### src/rtl/ili9341_init_seq.sv
// ili9341_init_seq: power-up sequencer for an ILI9341 panel. It pulses the panel
// hardware reset, then walks the init-command ROM and streams each entry to the SPI
// byte transmitter, inserting the wake-up delay after SLPOUT (command 0x11).
// Latency: at least 3 cycles per byte (FETCH, LATCH, SEND); SEND holds the byte until spi_ready.
// Optional build macro INIT_SEQ_TIMEOUT_EN: adds a SEND-stall timeout and the ERR state.
// Ports:
//   clk, rst_n (sync, active low), start (pulse, accepted in IDLE/DONE/ERR)
//   rom_addr / rom_data      : command ROM, data valid one edge after address change
//   spi_valid/spi_dc/spi_data/spi_ready : byte handshake to the SPI transmitter
//   lcd_rst_n                : panel hardware reset, active low
//   busy / done / err        : sequencer status
module ili9341_init_seq #(
  parameter int ROM_AW          = 6,
  parameter int ROM_DEPTH       = 64,
  parameter int RST_LOW_CYC     = 10000,
  parameter int RST_WAIT_CYC    = 600000,
  parameter int SLPOUT_WAIT_CYC = 6000000,
  parameter int TIMEOUT_CYC     = 65535
) (
  input  logic              clk,
  input  logic              rst_n,
  input  logic              start,
  output logic [ROM_AW-1:0] rom_addr,
  input  logic [9:0]        rom_data,
  output logic              spi_valid,
  output logic              spi_dc,
  output logic [7:0]        spi_data,
  input  logic              spi_ready,
  output logic              lcd_rst_n,
  output logic              busy,
  output logic              done,
  output logic              err
);

  typedef enum logic [3:0] {
    S_IDLE, S_RST_LOW, S_RST_WAIT, S_FETCH, S_LATCH, S_SEND, S_DELAY,
`ifdef INIT_SEQ_TIMEOUT_EN
    S_DONE, S_ERR
`else
    S_DONE
`endif
  } state_t;

  // Terminal counts; a length of 0 behaves as 1 cycle.
  localparam logic [31:0] LOW_LAST  = (RST_LOW_CYC     > 1) ? 32'(RST_LOW_CYC - 1)     : 32'd0;
  localparam logic [31:0] WAIT_LAST = (RST_WAIT_CYC    > 1) ? 32'(RST_WAIT_CYC - 1)    : 32'd0;
  localparam logic [31:0] SLP_LAST  = (SLPOUT_WAIT_CYC > 1) ? 32'(SLPOUT_WAIT_CYC - 1) : 32'd0;
  localparam logic [31:0] TO_LAST   = (TIMEOUT_CYC     > 1) ? 32'(TIMEOUT_CYC - 1)     : 32'd0;
  localparam logic [ROM_AW-1:0] LAST_ADDR = ROM_AW'(ROM_DEPTH - 1);

  state_t      state, state_nx;
  logic [31:0] cnt;
  logic        last_entry;
  logic        is_slpout;
  logic        is_term;
  logic        unused_bits;

  assign last_entry = (rom_addr == LAST_ADDR);
  assign is_slpout  = !spi_dc && (spi_data == 8'h11);
  // Terminator is decoded straight from the ROM word while it is being latched.
  assign is_term    = !rom_data[8] && (rom_data[7:0] == 8'hFF);
  // Reserved ROM bit is ignored; TO_LAST is only consumed in the timeout build.
  assign unused_bits = ^{rom_data[9], TO_LAST};

  // State register
  always_ff @(posedge clk) begin
    if (!rst_n) state <= S_IDLE;
    else        state <= state_nx;
  end

  // Next-state logic
  always_comb begin
    state_nx = state;
    case (state)
      S_IDLE:     if (start) state_nx = S_RST_LOW;
      S_RST_LOW:  if (cnt == LOW_LAST) state_nx = S_RST_WAIT;
      S_RST_WAIT: if (cnt == WAIT_LAST) state_nx = S_FETCH;
      S_FETCH:    state_nx = S_LATCH;
      S_LATCH:    state_nx = is_term ? S_DONE : S_SEND;
      S_SEND: begin
        if (spi_ready) begin
          if (is_slpout)       state_nx = S_DELAY;
          else if (last_entry) state_nx = S_DONE;
          else                 state_nx = S_FETCH;
        end
`ifdef INIT_SEQ_TIMEOUT_EN
        // cnt restarts on SEND entry and SEND is only held while spi_ready is low,
        // so here cnt equals the number of stalled cycles already seen.
        else if (cnt == TO_LAST) begin
          state_nx = S_ERR;
        end
`endif
      end
      S_DELAY:    if (cnt == SLP_LAST) state_nx = last_entry ? S_DONE : S_FETCH;
      S_DONE:     if (start) state_nx = S_RST_LOW;
`ifdef INIT_SEQ_TIMEOUT_EN
      S_ERR:      if (start) state_nx = S_RST_LOW;
`endif
      default:    state_nx = S_IDLE;
    endcase
  end

  // Datapath: shared cycle counter, ROM address and latched byte
  always_ff @(posedge clk) begin
    if (!rst_n) begin
      cnt      <= 32'd0;
      rom_addr <= '0;
      spi_dc   <= 1'b0;
      spi_data <= 8'h00;
    end else begin
      // Counter restarts on every state change, so each state sees 0..N-1.
      cnt <= (state_nx != state) ? 32'd0 : cnt + 32'd1;
      if (state == S_LATCH) begin
        spi_dc   <= rom_data[8];
        spi_data <= rom_data[7:0];
      end
      if (state_nx == S_FETCH && state != S_FETCH) begin
        rom_addr <= (state == S_RST_WAIT) ? '0 : rom_addr + ROM_AW'(1);
      end
    end
  end

  // Output logic
  always_comb begin
    spi_valid = (state == S_SEND);
    lcd_rst_n = (state != S_RST_LOW);
    done      = (state == S_DONE);
`ifdef INIT_SEQ_TIMEOUT_EN
    err       = (state == S_ERR);
    busy      = !(state == S_IDLE || state == S_DONE || state == S_ERR);
`else
    err       = 1'b0;
    busy      = !(state == S_IDLE || state == S_DONE);
`endif
  end

endmodule

### config.mk
export PLATFORM = sky130hd
export DESIGN_NAME = ili9341_init_seq
export DESIGN_NICKNAME = d
export VERILOG_FILES = /design/src/rtl/ili9341_init_seq.sv
export SDC_FILE = /design/constraint.sdc
export NUM_CORES = 1
export LEC_CHECK = 0
export ABC_AREA = 1
export CAP_MARGIN = 20
export CORE_UTILIZATION = 55
export CTS_CLUSTER_DIAMETER = 60
export DETAILED_ROUTE_END_ITERATION = 12
export PLACE_DENSITY = 0.84
export SYNTH_ARGS = -nofsm -noshare
export SYNTH_HDL_FRONTEND = slang
export SYNTH_SLANG_ARGS = --single-unit
### constraint.sdc
create_clock -name clk -period 5.1 [get_ports clk]
set_input_delay 0.51 -clock clk [delete_from_list [all_inputs] [get_ports clk]]
set_output_delay 0.51 -clock clk [all_outputs]
set_load 0.1 [all_outputs]
==> results.sh <==
export IMPL_skew_ns=0.00728
export IMPL_final_util_pct=66.9
export IMPL_postSynth_topFlopCell="dfxtp_1"
export IMPL_switching_share_pct=25.2
export IMPL_vdd_ir_drop_worst_mv=0.221
export IMPL_grt_overflow=0
export IMPL_routed_via_count=2799
export IMPL_fp_dieArea_um2=5870
export IMPL_final_instance_count_excl_fill=568
export IMPL_syn_cell_area_um2=3060
export IMPL_hp_class="reg2reg"
export IMPL_maxCapViolCount=0
export IMPL_sequentialPowerShare_pct=58.4
export IMPL_n_fill_cell=475
export IMPL_outcome="completed"
export IMPL_syn_inst=464
export IMPL_finalSetupViolations=0
export IMPL_root_buffer="clkbuf_8"
export IMPL_floorplan_rows=26
export IMPL_min_period_over_period_pct=56.9
export IMPL_design_core_area_um2=5240
export IMPL_synth_common_cells="nor2_1, nand2_1, inv_1, dfxtp_1, nor2_2"
export IMPL_synth_top_cell_area_share_pct=33.4
export IMPL_chipHeight_um=76.6
export IMPL_timing_final_crit_period_ns=2.90
export IMPL_p_leak_uw=0.00133
export IMPL_netlist_top_cell_by_area="dfxtp_1"
export IMPL_cts_num_sinks=51
export IMPL_unrepaired_setup_endpoints_after_global_routing="false"
export IMPL_post_route_cells_drive_above_1_share_pct=13.7
export IMPL_ys_seq_elements=51
export IMPL_antenna_violations_before_repair=0
export IMPL_crit_path_max_fanout=4
export IMPL_grt_pass1_vias=2629
export IMPL_worstReg2RegStart="cnt[0]$_SDFF_PP0_"
export IMPL_antenna_cell_count=0
export IMPL_post_cts_setup_buffers=0
export IMPL_proportion_of_power_drawn_by_combinational_gates_pct=7.4
export IMPL_final_setup_tns_ns=0
export IMPL_timing_worst_slew_pin_value_ns=0.980
export IMPL_drc=0
export IMPL_share_clk_of_total_power_pct=34.1
export IMPL_yosysWarnings=0
export IMPL_synthesis_area_per_instance_um2=6.60
export IMPL_final_nets=513
export IMPL_hold_path_startpoint="cnt[0]$_SDFF_PP0_"
export IMPL_synth_sequential_area_ratio_pct=33.4
export IMPL_place_congestion=0.881
export IMPL_synth_area_leaders="dfxtp_1, nor2_1, nand2_1"
export IMPL_area_growth_pct=14.4
export IMPL_worst_skew_pair_late_latency_ns=0.31
export IMPL_vias_per_cell=4.93
export IMPL_numPortBuffers=31
export IMPL_cts_path_max_buffers=2
export IMPL_post_cts_resized=0
export IMPL_cts_max_level=2
export IMPL_drtAntennaViolNets=0
export IMPL_worst_endpoint_required_ns=4.59
export IMPL_drt_pre_antenna_iters=4
export IMPL_synth_async_sr_flop_share_pct=0
export IMPL_post_synth_top_count_cell="nor2_1"
export IMPL_drt_wirelength_per_cell_um=11.0
export IMPL_tritoncts="done"
export IMPL_fin_total_pwr_uw=688
export IMPL_grt_first_pass_wirelength_um=11200
export IMPL_tot_gr_track_use_pct=23.5
export IMPL_grt_max_degree=33
export IMPL_placed_cells=560
export IMPL_start_util_pct=58.4
export IMPL_cts_buffers=5
export IMPL_arrival_ns=2.39
export IMPL_drtIter0Drc=191
export IMPL_finalMaxSlewViolations=0
export IMPL_synth_edf_count=0
export IMPL_hpwl_um=4840
export IMPL_start_kind="flop"
export IMPL_worst_setup_path_startpoint="state[3]$_SDFF_PN0_"
export IMPL_die_width_um=76.6
export IMPL_path_clk_slew_ns=0.09
export IMPL_relSlewSlack_pct=34.4
export IMPL_cell_internal_power_uw=515
export IMPL_switching_power_total_uw=173
export IMPL_timing_fmax_ghz=0.345
export IMPL_yosys_cell_types_count=28
export IMPL_cts_hold_buffers_added=0
export IMPL_finalHoldViolations=0
export IMPL_ioPinCount=34
export IMPL_timing_worst_setup_path_type="reg2out"
export IMPL_powerDensity_nw_per_um2=196
export IMPL_critical_path_endpoint_type="output port"
export IMPL_routed_wl_um=6270
==> routing by layer <==
| layer | share of wire [%] | wire [um] | vias up | global-route usage [%] |
|---|---|---|---|---|
| met2 | 47 | 2950 | 38 | 38.9 |
| met1 | 49 | 3060 | 1276 | 30.9 |
| met3 | 3.5 | 217 | 6 | 4.55 |
| met5 | 0 | 0 | - | 0 |
| li1 | - | - | 1479 | - |
| met4 | 0.73 | 46 | 0 | 6.54 |
==> cell families after synthesis <==
kind of cell	share of synthesized area, %
AO/OA/AOI/OAI	2.62
XOR/XNOR	8.30
adder cells (fa/ha/maj)	0.818
buffers and inverters	9.93
flip-flops	33.4
other	0.123
AND/OR/NAND/NOR	44.8
==> power by group through the flow <==
stage	logic (uW)	clock network, uW	registers [uW]
2_1_floorplan	37.3	0	411
3_3_place_gp	49.7	0	411
3_5_place_dp	50.8	0	411
4_1_cts	51.0	242	402
5_1_grt	56.5	261	403
6_report	51.0	235	402
==> sequential cells by signal, summed over array words and instances, names as in the netlist <==
name / count
cnt: 32
spi_data: 8
rom_addr: 6
state: 4
spi_dc: 1
==> metrics by stage <==
step	cell area [um^2]	hold WS (ns)	setup WS, ns
after global routing	3500	0.522	2.06
after CTS	3500	0.478	2.21
final	3500	0.474	2.20
after detailed placement	3410	0.454	2.56
after floorplan	3060	0.429	2.90
after global placement	3410	0.443	2.58
==> cell type report <==
type	instances	area [um^2]	share of cell area [%]
Timing Repair Buffer	31	310	8.86
Clock buffer	6	72.6	2.07
Sequential cell	51	1020	29.2
Inverter	68	255	7.29
Clock inverter	2	16.3	0.464
Multi-Input combinational cell	340	1740	49.7
Tap cell	70	87.6	2.50
==> critical path: stages (launching register included) <==
cell	delay (ns)
dfxtp_1	0.36
nor2_1	0.24
inv_1	0.09
nor3_1	0.27
inv_1	0.13
clkdlybuf4s50_1	0.99
==> worst paths after layout <==
check | slack (ns) | to | cells past startpoint
worst max-delay path | 2.20 | lcd_rst_n | 5
worst min-delay path | 0.47 | cnt[0]$_SDFF_PP0_ | 1
worst max register to register | 2.90 | cnt[0]$_SDFF_PP0_ | 12
worst min register to register | 0.47 | cnt[0]$_SDFF_PP0_ | 1
==> placed cells by master, fill, tap and decap left out, types with 2 or more instances in the layout <==
cell type	count
nand2_4	2
nor3_1	8
or2_2	2
nor3_2	2
conb_1	2
o21ai_0	12
xnor2_1	6
clkbuf_8	5
xor2_1	23
nand3_1	39
nor2_4	3
nand3b_1	2
nand2_2	8
dfxtp_1	51
inv_2	2
ha_1	2
nand4_1	6
inv_1	66
nor2_1	93
nor2_2	40
clkdlybuf4s50_1	31
a21oi_1	4
nand2_1	82
Power figures use the tool's default switching activity.
